`config.mk`:
```
export PLATFORM = sky130hd
export DESIGN_NAME = vbuf_feed_ctrl_flat
export DESIGN_NICKNAME = d
export VERILOG_FILES = /design/src/rtl/npu_pkg.sv /design/src/rtl/vbuf_feed_ctrl_if.sv /design/src/rtl/vbuf_feed_ctrl_valid_shreg.sv /design/src/rtl/vbuf_feed_ctrl.sv /design/src/flat_wrapper.sv
export SDC_FILE = /design/constraint.sdc
export NUM_CORES = 1
export LEC_CHECK = 0
export CORE_AREA = 3 3 219 221
export DETAILED_ROUTE_END_ITERATION = 10
export DIE_AREA = 0 0 222 224
export PLACE_DENSITY_LB_ADDON = 0.08
export SYNTH_ARGS = -nofsm -noshare
export SYNTH_HDL_FRONTEND = slang
export SYNTH_SLANG_ARGS = --single-unit
```
`constraint.sdc`:
```
create_clock -name clk -period 3.72 [get_ports clk]
set_clock_uncertainty 0.2 [all_clocks]
set_input_delay 0.93 -clock clk [delete_from_list [all_inputs] [get_ports clk]]
set_output_delay 0.93 -clock clk [all_outputs]
set_load 0.01 [all_outputs]
```
`src/rtl/npu_pkg.sv`:
```
// Shared NPU definitions: array geometry used by the vertical buffer, the PE
// array and the feed controller, plus the feed controller state encoding.
package npu_pkg;

   localparam int COL_NUM   = 32;
   localparam int DATA_W    = 8;
   localparam int BUF_DEPTH = 4;

   typedef enum logic [2:0] {
      IDLE,
      STREAM,
      DRAIN,
      PE_WAIT,
      DONE
   } vbuf_ctrl_state_e;

endpackage

```
`src/rtl/vbuf_feed_ctrl_if.sv`:
```
// Row stream into the feed controller and the controller's drive of the
// vertical ifmap buffer. master = row producer / buffer side, slave = controller.
interface vbuf_feed_ctrl_if #(
   parameter int COL_NUM = npu_pkg::COL_NUM,
   parameter int DATA_W  = npu_pkg::DATA_W
);

   logic                             src_valid;
   logic                             src_ready;
   logic [COL_NUM-1:0][DATA_W-1:0]   src_data;
   logic [COL_NUM-1:0][DATA_W-1:0]   vb_ifmap_in;
   logic                             vb_ifmap_en;
   logic                             vb_out_valid;

   modport master (
      output src_valid, src_data,
      input  src_ready, vb_ifmap_in, vb_ifmap_en, vb_out_valid
   );

   modport slave (
      input  src_valid, src_data,
      output src_ready, vb_ifmap_in, vb_ifmap_en, vb_out_valid
   );

endinterface

```
`src/rtl/vbuf_feed_ctrl_valid_shreg.sv`:
```
// DEPTH-stage 1-bit shift register that mirrors the vertical buffer latency,
// so the last stage is high exactly when the buffer output holds a real row.
module valid_shreg #(
   parameter int DEPTH = 4
) (
   input  logic clk,
   input  logic reset,
   input  logic d,
   output logic q
);

   logic [DEPTH-1:0] vld_pipe;

   // shift every cycle, bit 0 is the newest sample
   always_ff @(posedge clk or negedge reset) begin
      if (!reset) vld_pipe <= '0;
      else        vld_pipe <= (vld_pipe << 1) | DEPTH'(d);
   end

   assign q = vld_pipe[DEPTH-1];

endmodule

```
`src/rtl/vbuf_feed_ctrl.sv`:
```
// Feed sequencer for the vertical ifmap buffer: streams one layer of rows into
// the buffer, drains it, waits out the PE latency and pulses done.
module vbuf_feed_ctrl #(
   parameter int COL_NUM   = npu_pkg::COL_NUM,
   parameter int DATA_W    = npu_pkg::DATA_W,
   parameter int BUF_DEPTH = npu_pkg::BUF_DEPTH,
   parameter int ROW_CNT_W = 16,
   parameter int DRAIN_W   = 8
) (
   input  logic                 clk,
   input  logic                 reset,
   input  logic                 start,
   input  logic [ROW_CNT_W-1:0] num_rows,
   input  logic [DRAIN_W-1:0]   pe_drain_cycles,
   vbuf_feed_ctrl_if.slave      vbuf,
   output logic                 busy,
   output logic                 done,
   output logic [ROW_CNT_W-1:0] rows_sent
);

   import npu_pkg::*;

   localparam int DCW = $clog2(BUF_DEPTH + 1);

   typedef logic [COL_NUM-1:0][DATA_W-1:0] row_t;

   vbuf_ctrl_state_e     state, state_nxt;
   logic [ROW_CNT_W-1:0] num_rows_q;
   logic [DRAIN_W-1:0]   pe_cyc_q;
   logic [DRAIN_W-1:0]   pe_cnt;
   logic [DCW-1:0]       drain_cnt;
   logic                 accept;
   logic                 last_row;

   assign last_row = (rows_sent + ROW_CNT_W'(1)) == num_rows_q;

   // state register
   always_ff @(posedge clk or negedge reset) begin
      if (!reset) state <= IDLE;
      else        state <= state_nxt;
   end

   // next state and state-decoded outputs; start only steers the next state
   always_comb begin
      state_nxt        = state;
      accept           = 1'b0;
      busy             = 1'b0;
      done             = 1'b0;
      vbuf.src_ready   = 1'b0;
      vbuf.vb_ifmap_en = 1'b0;
      case (state)
         IDLE: begin
            if (start) state_nxt = (num_rows == '0) ? DONE : STREAM;
         end
         STREAM: begin
            busy             = 1'b1;
            vbuf.src_ready   = 1'b1;
            accept           = vbuf.src_valid;
            vbuf.vb_ifmap_en = vbuf.src_valid;
            if (vbuf.src_valid && last_row) state_nxt = DRAIN;
         end
         DRAIN: begin
            busy = 1'b1;
            if (drain_cnt == '0) state_nxt = (pe_cyc_q == '0) ? DONE : PE_WAIT;
         end
         PE_WAIT: begin
            busy = 1'b1;
            if (pe_cnt == '0) state_nxt = DONE;
         end
         DONE: begin
            done      = 1'b1;
            state_nxt = IDLE;
         end
         default: state_nxt = IDLE;
      endcase
   end

   // bubbles (no enable) shift zeros into the buffer
   always_comb begin
      vbuf.vb_ifmap_in = vbuf.vb_ifmap_en ? row_t'(vbuf.src_data) : row_t'('0);
   end

   // layer config capture and accepted-row count; config frozen outside IDLE
   always_ff @(posedge clk or negedge reset) begin
      if (!reset) begin
         num_rows_q <= '0;
         pe_cyc_q   <= '0;
         rows_sent  <= '0;
      end else if (state == IDLE && start) begin
         num_rows_q <= num_rows;
         pe_cyc_q   <= pe_drain_cycles;
         rows_sent  <= '0;
      end else if (accept) begin
         rows_sent  <= rows_sent + ROW_CNT_W'(1);
      end
   end

   // drain and PE-wait down-counters, loaded on entry, expire at zero
   always_ff @(posedge clk or negedge reset) begin
      if (!reset) begin
         drain_cnt <= '0;
         pe_cnt    <= '0;
      end else begin
         if (state != DRAIN && state_nxt == DRAIN)
            drain_cnt <= DCW'(BUF_DEPTH - 1);
         else if (state == DRAIN && drain_cnt != '0)
            drain_cnt <= drain_cnt - DCW'(1);

         if (state == DRAIN && state_nxt == PE_WAIT)
            pe_cnt <= pe_cyc_q - DRAIN_W'(1);
         else if (state == PE_WAIT && pe_cnt != '0)
            pe_cnt <= pe_cnt - DRAIN_W'(1);
      end
   end

   valid_shreg #(
      .DEPTH (BUF_DEPTH)
   ) u_valid_shreg (
      .clk   (clk),
      .reset (reset),
      .d     (vbuf.vb_ifmap_en),
      .q     (vbuf.vb_out_valid)
   );

endmodule
```
`src/flat_wrapper.sv`:
```
// flat-port wrapper written by rule: the top's interface ports become plain ports
module vbuf_feed_ctrl_flat import npu_pkg::*;
#(
   parameter int COL_NUM   = npu_pkg::COL_NUM,
   parameter int DATA_W    = npu_pkg::DATA_W,
   parameter int BUF_DEPTH = npu_pkg::BUF_DEPTH,
   parameter int ROW_CNT_W = 16,
   parameter int DRAIN_W   = 8
)
  (clk, reset, start, num_rows, pe_drain_cycles, busy, done, rows_sent, vbuf_src_valid, vbuf_src_data, vbuf_src_ready, vbuf_vb_ifmap_in, vbuf_vb_ifmap_en, vbuf_vb_out_valid);
  vbuf_feed_ctrl_if #(.COL_NUM(COL_NUM), .DATA_W(DATA_W)) vbuf_i ();
  input  logic clk;
  input  logic reset;
  input  logic start;
  input  logic [ROW_CNT_W-1:0] num_rows;
  input  logic [DRAIN_W-1:0] pe_drain_cycles;
  output logic busy;
  output logic done;
  output logic [ROW_CNT_W-1:0] rows_sent;
  input wire logic [$bits(vbuf_i.src_valid)-1:0] vbuf_src_valid;
  input wire logic [$bits(vbuf_i.src_data)-1:0] vbuf_src_data;
  output wire logic [$bits(vbuf_i.src_ready)-1:0] vbuf_src_ready;
  output wire logic [$bits(vbuf_i.vb_ifmap_in)-1:0] vbuf_vb_ifmap_in;
  output wire logic [$bits(vbuf_i.vb_ifmap_en)-1:0] vbuf_vb_ifmap_en;
  output wire logic [$bits(vbuf_i.vb_out_valid)-1:0] vbuf_vb_out_valid;
  assign vbuf_i.src_valid = vbuf_src_valid;
  assign vbuf_i.src_data = vbuf_src_data;
  assign vbuf_src_ready = vbuf_i.src_ready;
  assign vbuf_vb_ifmap_in = vbuf_i.vb_ifmap_in;
  assign vbuf_vb_ifmap_en = vbuf_i.vb_ifmap_en;
  assign vbuf_vb_out_valid = vbuf_i.vb_out_valid;
  vbuf_feed_ctrl #(.COL_NUM(COL_NUM), .DATA_W(DATA_W), .BUF_DEPTH(BUF_DEPTH), .ROW_CNT_W(ROW_CNT_W), .DRAIN_W(DRAIN_W)) u_core (.clk(clk), .reset(reset), .start(start), .num_rows(num_rows), .pe_drain_cycles(pe_drain_cycles), .vbuf(vbuf_i), .busy(busy), .done(done), .rows_sent(rows_sent));
endmodule
```
==> flow_metrics.env <==
export IMPL_gr_total_overflow=0
export IMPL_start_util_pct=11.3
export IMPL_ir_drop_mv=0.185
export IMPL_worst_path_largest_cell_delay_ps=590
export IMPL_critPathKind="reg -> out"
export IMPL_post_route_period_util_pct=97.1
export IMPL_fillers=5065
export IMPL_cap_violations=0
export IMPL_cts_tree="built"
export IMPL_r2r_start="u_core.pe_cyc_q[4]"
export IMPL_ys_top_cells_by_area="and3_1 31%, dfrtp_1 28%, nand2_1 6.7%"
export IMPL_hold_buffers=0
export IMPL_swShare_pct=31.0
export IMPL_syn_area_mm2=0.00522
export IMPL_worstRegToRegCells=10
export IMPL_routed_wl_um=50000
export IMPL_endpoint_kind="output pin"
export IMPL_synth_main_ff_cell="dfrtp_1"
export IMPL_nNetsFinal=1510
export IMPL_tightest_slew_ps=827
export IMPL_wl_per_cell_um=27.1
export IMPL_period_minus_slack_ps=3610
export IMPL_instances_no_fill=1844
export IMPL_yosysTopAreaCell="and3_1"
export IMPL_drv_slew=0
export IMPL_worst_setup_path_start_kind="register"
export IMPL_setup_ws_ps=107
export IMPL_max_freq_ghz=0.277
export IMPL_antenna_left=0
export IMPL_p_leak_nw=5.34
export IMPL_synthCells=690
export IMPL_port_buffers=560
export IMPL_numCtsBuffers=9
export IMPL_clock_latency_ps=330
export IMPL_critPathSlowestCell="clkdlybuf4s50_1"
export IMPL_grtUsageTotal_pct=18.7
export IMPL_num_rows=79
export IMPL_dp_worst_setup_slack_ps=181
export IMPL_drc=0
export IMPL_hold_path_endpoint="u_core.u_valid_shreg.vld_pipe[2]"
export IMPL_grt_pass1_vias=7363
export IMPL_cp_data_required_time_ps=2590
export IMPL_async_reset_ff_share_pct=100
export IMPL_grt_max_degree=90
export IMPL_cp_arrival_ps=2480
export IMPL_setup_tns_final_ps=0
export IMPL_setup_viol=0
export IMPL_power_mw=3.21
export IMPL_place_inst=1816
export IMPL_seq_power_share_pct=26.5
export IMPL_antenna_found_initial=41
export IMPL_final_common_cell="clkdlybuf4s50_1"
export IMPL_synth_seq_area_share_pct=27.8
export IMPL_clock_sinks=58
export IMPL_path_clk_slew_ps=50
export IMPL_synth_edf_count=0
export IMPL_cts_root_buf="clkbuf_16"
export IMPL_grt_pass1_wl_um=65000
export IMPL_yosysUniqueCellTypes=60
export IMPL_final_hold_violation_count=0
export IMPL_combPwrFrac_pct=42.5
export IMPL_yosysTopAreaCellShare_pct=31.0
export IMPL_gp_congestion=0.867
export IMPL_relSlewSlack_pct=44.7
export IMPL_p_per_area_mw_per_mm2=267
export IMPL_hold_path_class="reg -> reg"
export IMPL_worstHoldStart="u_core.u_valid_shreg.vld_pipe[1]"
export IMPL_ioPinCount=561
export IMPL_worstHoldPathCells=0
export IMPL_crit_path_max_fanout=46
export IMPL_whs_ps=148
export IMPL_worstPathCellList="nor3b_4, clkbuf_16, buf_12, and3_1, clkdlybuf4s50_1"
export IMPL_drtIter0Drc=501
export IMPL_drive_gt1_share_pct=6.03
export IMPL_power_switching_mw=0.995
export IMPL_outcome="complete, no violations"
export IMPL_die_h_um=224
export IMPL_rsz0062_at_grt="no"
export IMPL_yosys_warnings=0
export IMPL_dieArea_mm2=0.0497
export IMPL_cts_buffer_depth=2
export IMPL_hpwl_um=42900
export IMPL_p_clk_share_pct=30.9
export IMPL_power_internal_mw=2.21
export IMPL_synth_fp_nets=978
export IMPL_synth_seq_cells=58
export IMPL_rr_endpoint="u_core.pe_cnt[6]"
export IMPL_area_growth_synth_to_final_pct=130
export IMPL_avgSynthCellArea_um2=7.57
export IMPL_die_w_um=222
export IMPL_vias_per_cell=4.11
export IMPL_cts_max_level=3
export IMPL_dr_pass1_iters=5
export IMPL_core_mm2=0.0464
export IMPL_dr_total_vias=7579
export IMPL_rrSetupSlack_ps=470
export IMPL_final_cell_mix="558 x clkdlybuf4s50_1, 259 x and3_1, 93 x nand2_1"
## worst max-delay path: cells and delay by family, from the launching register on
| family | cells | cell delay [ps] |
|---|---|---|
| buf+inv | 3 | 1100 |
| flops | 1 | 460 |
| simple gates | 2 | 570 |
## kinds of logic (layout without fill, tap and decap cells)
kind of cell               Yosys count  after routing  synth area share (%)
other                                0             10                     0
and+or+nand+nor                    448            448                  49.2
xor gates and xnor gates            33             33                  6.54
AOI/OAI and AO/OA                   58             58                  7.02
buffers and inverters               82            619                  7.12
muxes                                7              7                  1.34
adders and majority gates            4              4                 0.958
DFF                                 58             58                  27.8
## flip-flops by register name (all words and copies together), names as in the netlist
register / cells
u_core.pe_cyc_q: 8
u_core.pe_cnt: 8
u_core.state: 3
u_core.u_valid_shreg.vld_pipe: 4
u_core.rows_sent: 16
u_core.num_rows_q: 16
u_core.drain_cnt: 3
## synth_stat cells, drive strengths merged, types with 2 or more instances
cell	number
nand2	94
xnor2	18
clkbuf	70
or3	2
and3b	2
nand3b	4
and2	4
nand2b	5
xnor3	2
nor3	5
o211ai	5
and3	261
nand4	5
o31ai	7
xor2	12
nor4	9
nor2	27
or2b	2
and4	3
ha	4
nand3	13
o22ai	4
a21oi	7
o21ai	24
mux2i	7
or4	7
buf	5
dfrtp	58
inv	6
## power groups by stage
stage | registers, mW | clock network (mW) | logic [mW]
3_5_place_dp | 0.863 | 0 | 1.37
5_1_grt | 0.868 | 1.04 | 1.46
3_3_place_gp | 0.866 | 0 | 1.37
2_1_floorplan | 0.821 | 0 | 0.508
4_1_cts | 0.854 | 1.03 | 1.38
6_report | 0.851 | 0.991 | 1.36
## worst max path at each step
| stage | startpoint | end | slack, ps | cells past startpoint |
|---|---|---|---|---|
| final | u_core.state[1] | vbuf_vb_ifmap_in[194] | 110 | 5 |
| after CTS | u_core.state[1] | vbuf_vb_ifmap_in[8] | 8 | 5 |
| after detailed placement | vbuf_src_data[106] | vbuf_vb_ifmap_in[106] | 180 | 3 |
| after global placement | vbuf_src_data[106] | vbuf_vb_ifmap_in[106] | 170 | 3 |
| after global routing | u_core.state[1] | vbuf_vb_ifmap_in[8] | 20 | 5 |
| after floorplan | u_core.drain_cnt[0] | u_core.pe_cnt[6] | 220 | 14 |
## repair_timing
action / in CTS / in global routing
endpoints found under the setup margin: 0 / 11
setup buffers: 0 / 1
resized for setup: 0 / 1
## routing by layer
metal  global-route usage, %  up-vias  part of all wire [%]
li1                        -     3529                     -
met1                    22.7     3624                    41
met2                    29.4      301                    45
met3                    9.63       81                    11
met4                    4.46       44                   2.2
met5                       0        -                  0.60
## per-stage QoR
step	util [%]	area [µm²]
CTS	25.8	11900
detailed placement	25.0	11600
floorplan	-	5220
global placement	25.0	11600
global route	25.8	12000
finish	25.9	12000
## layout make-up
| cell class | count | area [µm²] | share of cell area [%] |
|---|---|---|---|
| repair buffers | 596 | 5970 | 49.8 |
| multi-input cells | 550 | 3410 | 28.4 |
| flip-flops and latches | 58 | 1450 | 12.1 |
| well taps | 607 | 759 | 6.33 |
| clock buffers | 11 | 253 | 2.11 |
| clock inverters | 5 | 100 | 0.834 |
| inverters | 7 | 26.3 | 0.219 |
| diodes | 10 | 25.0 | 0.209 |
Power figures use the tool's default switching activity.
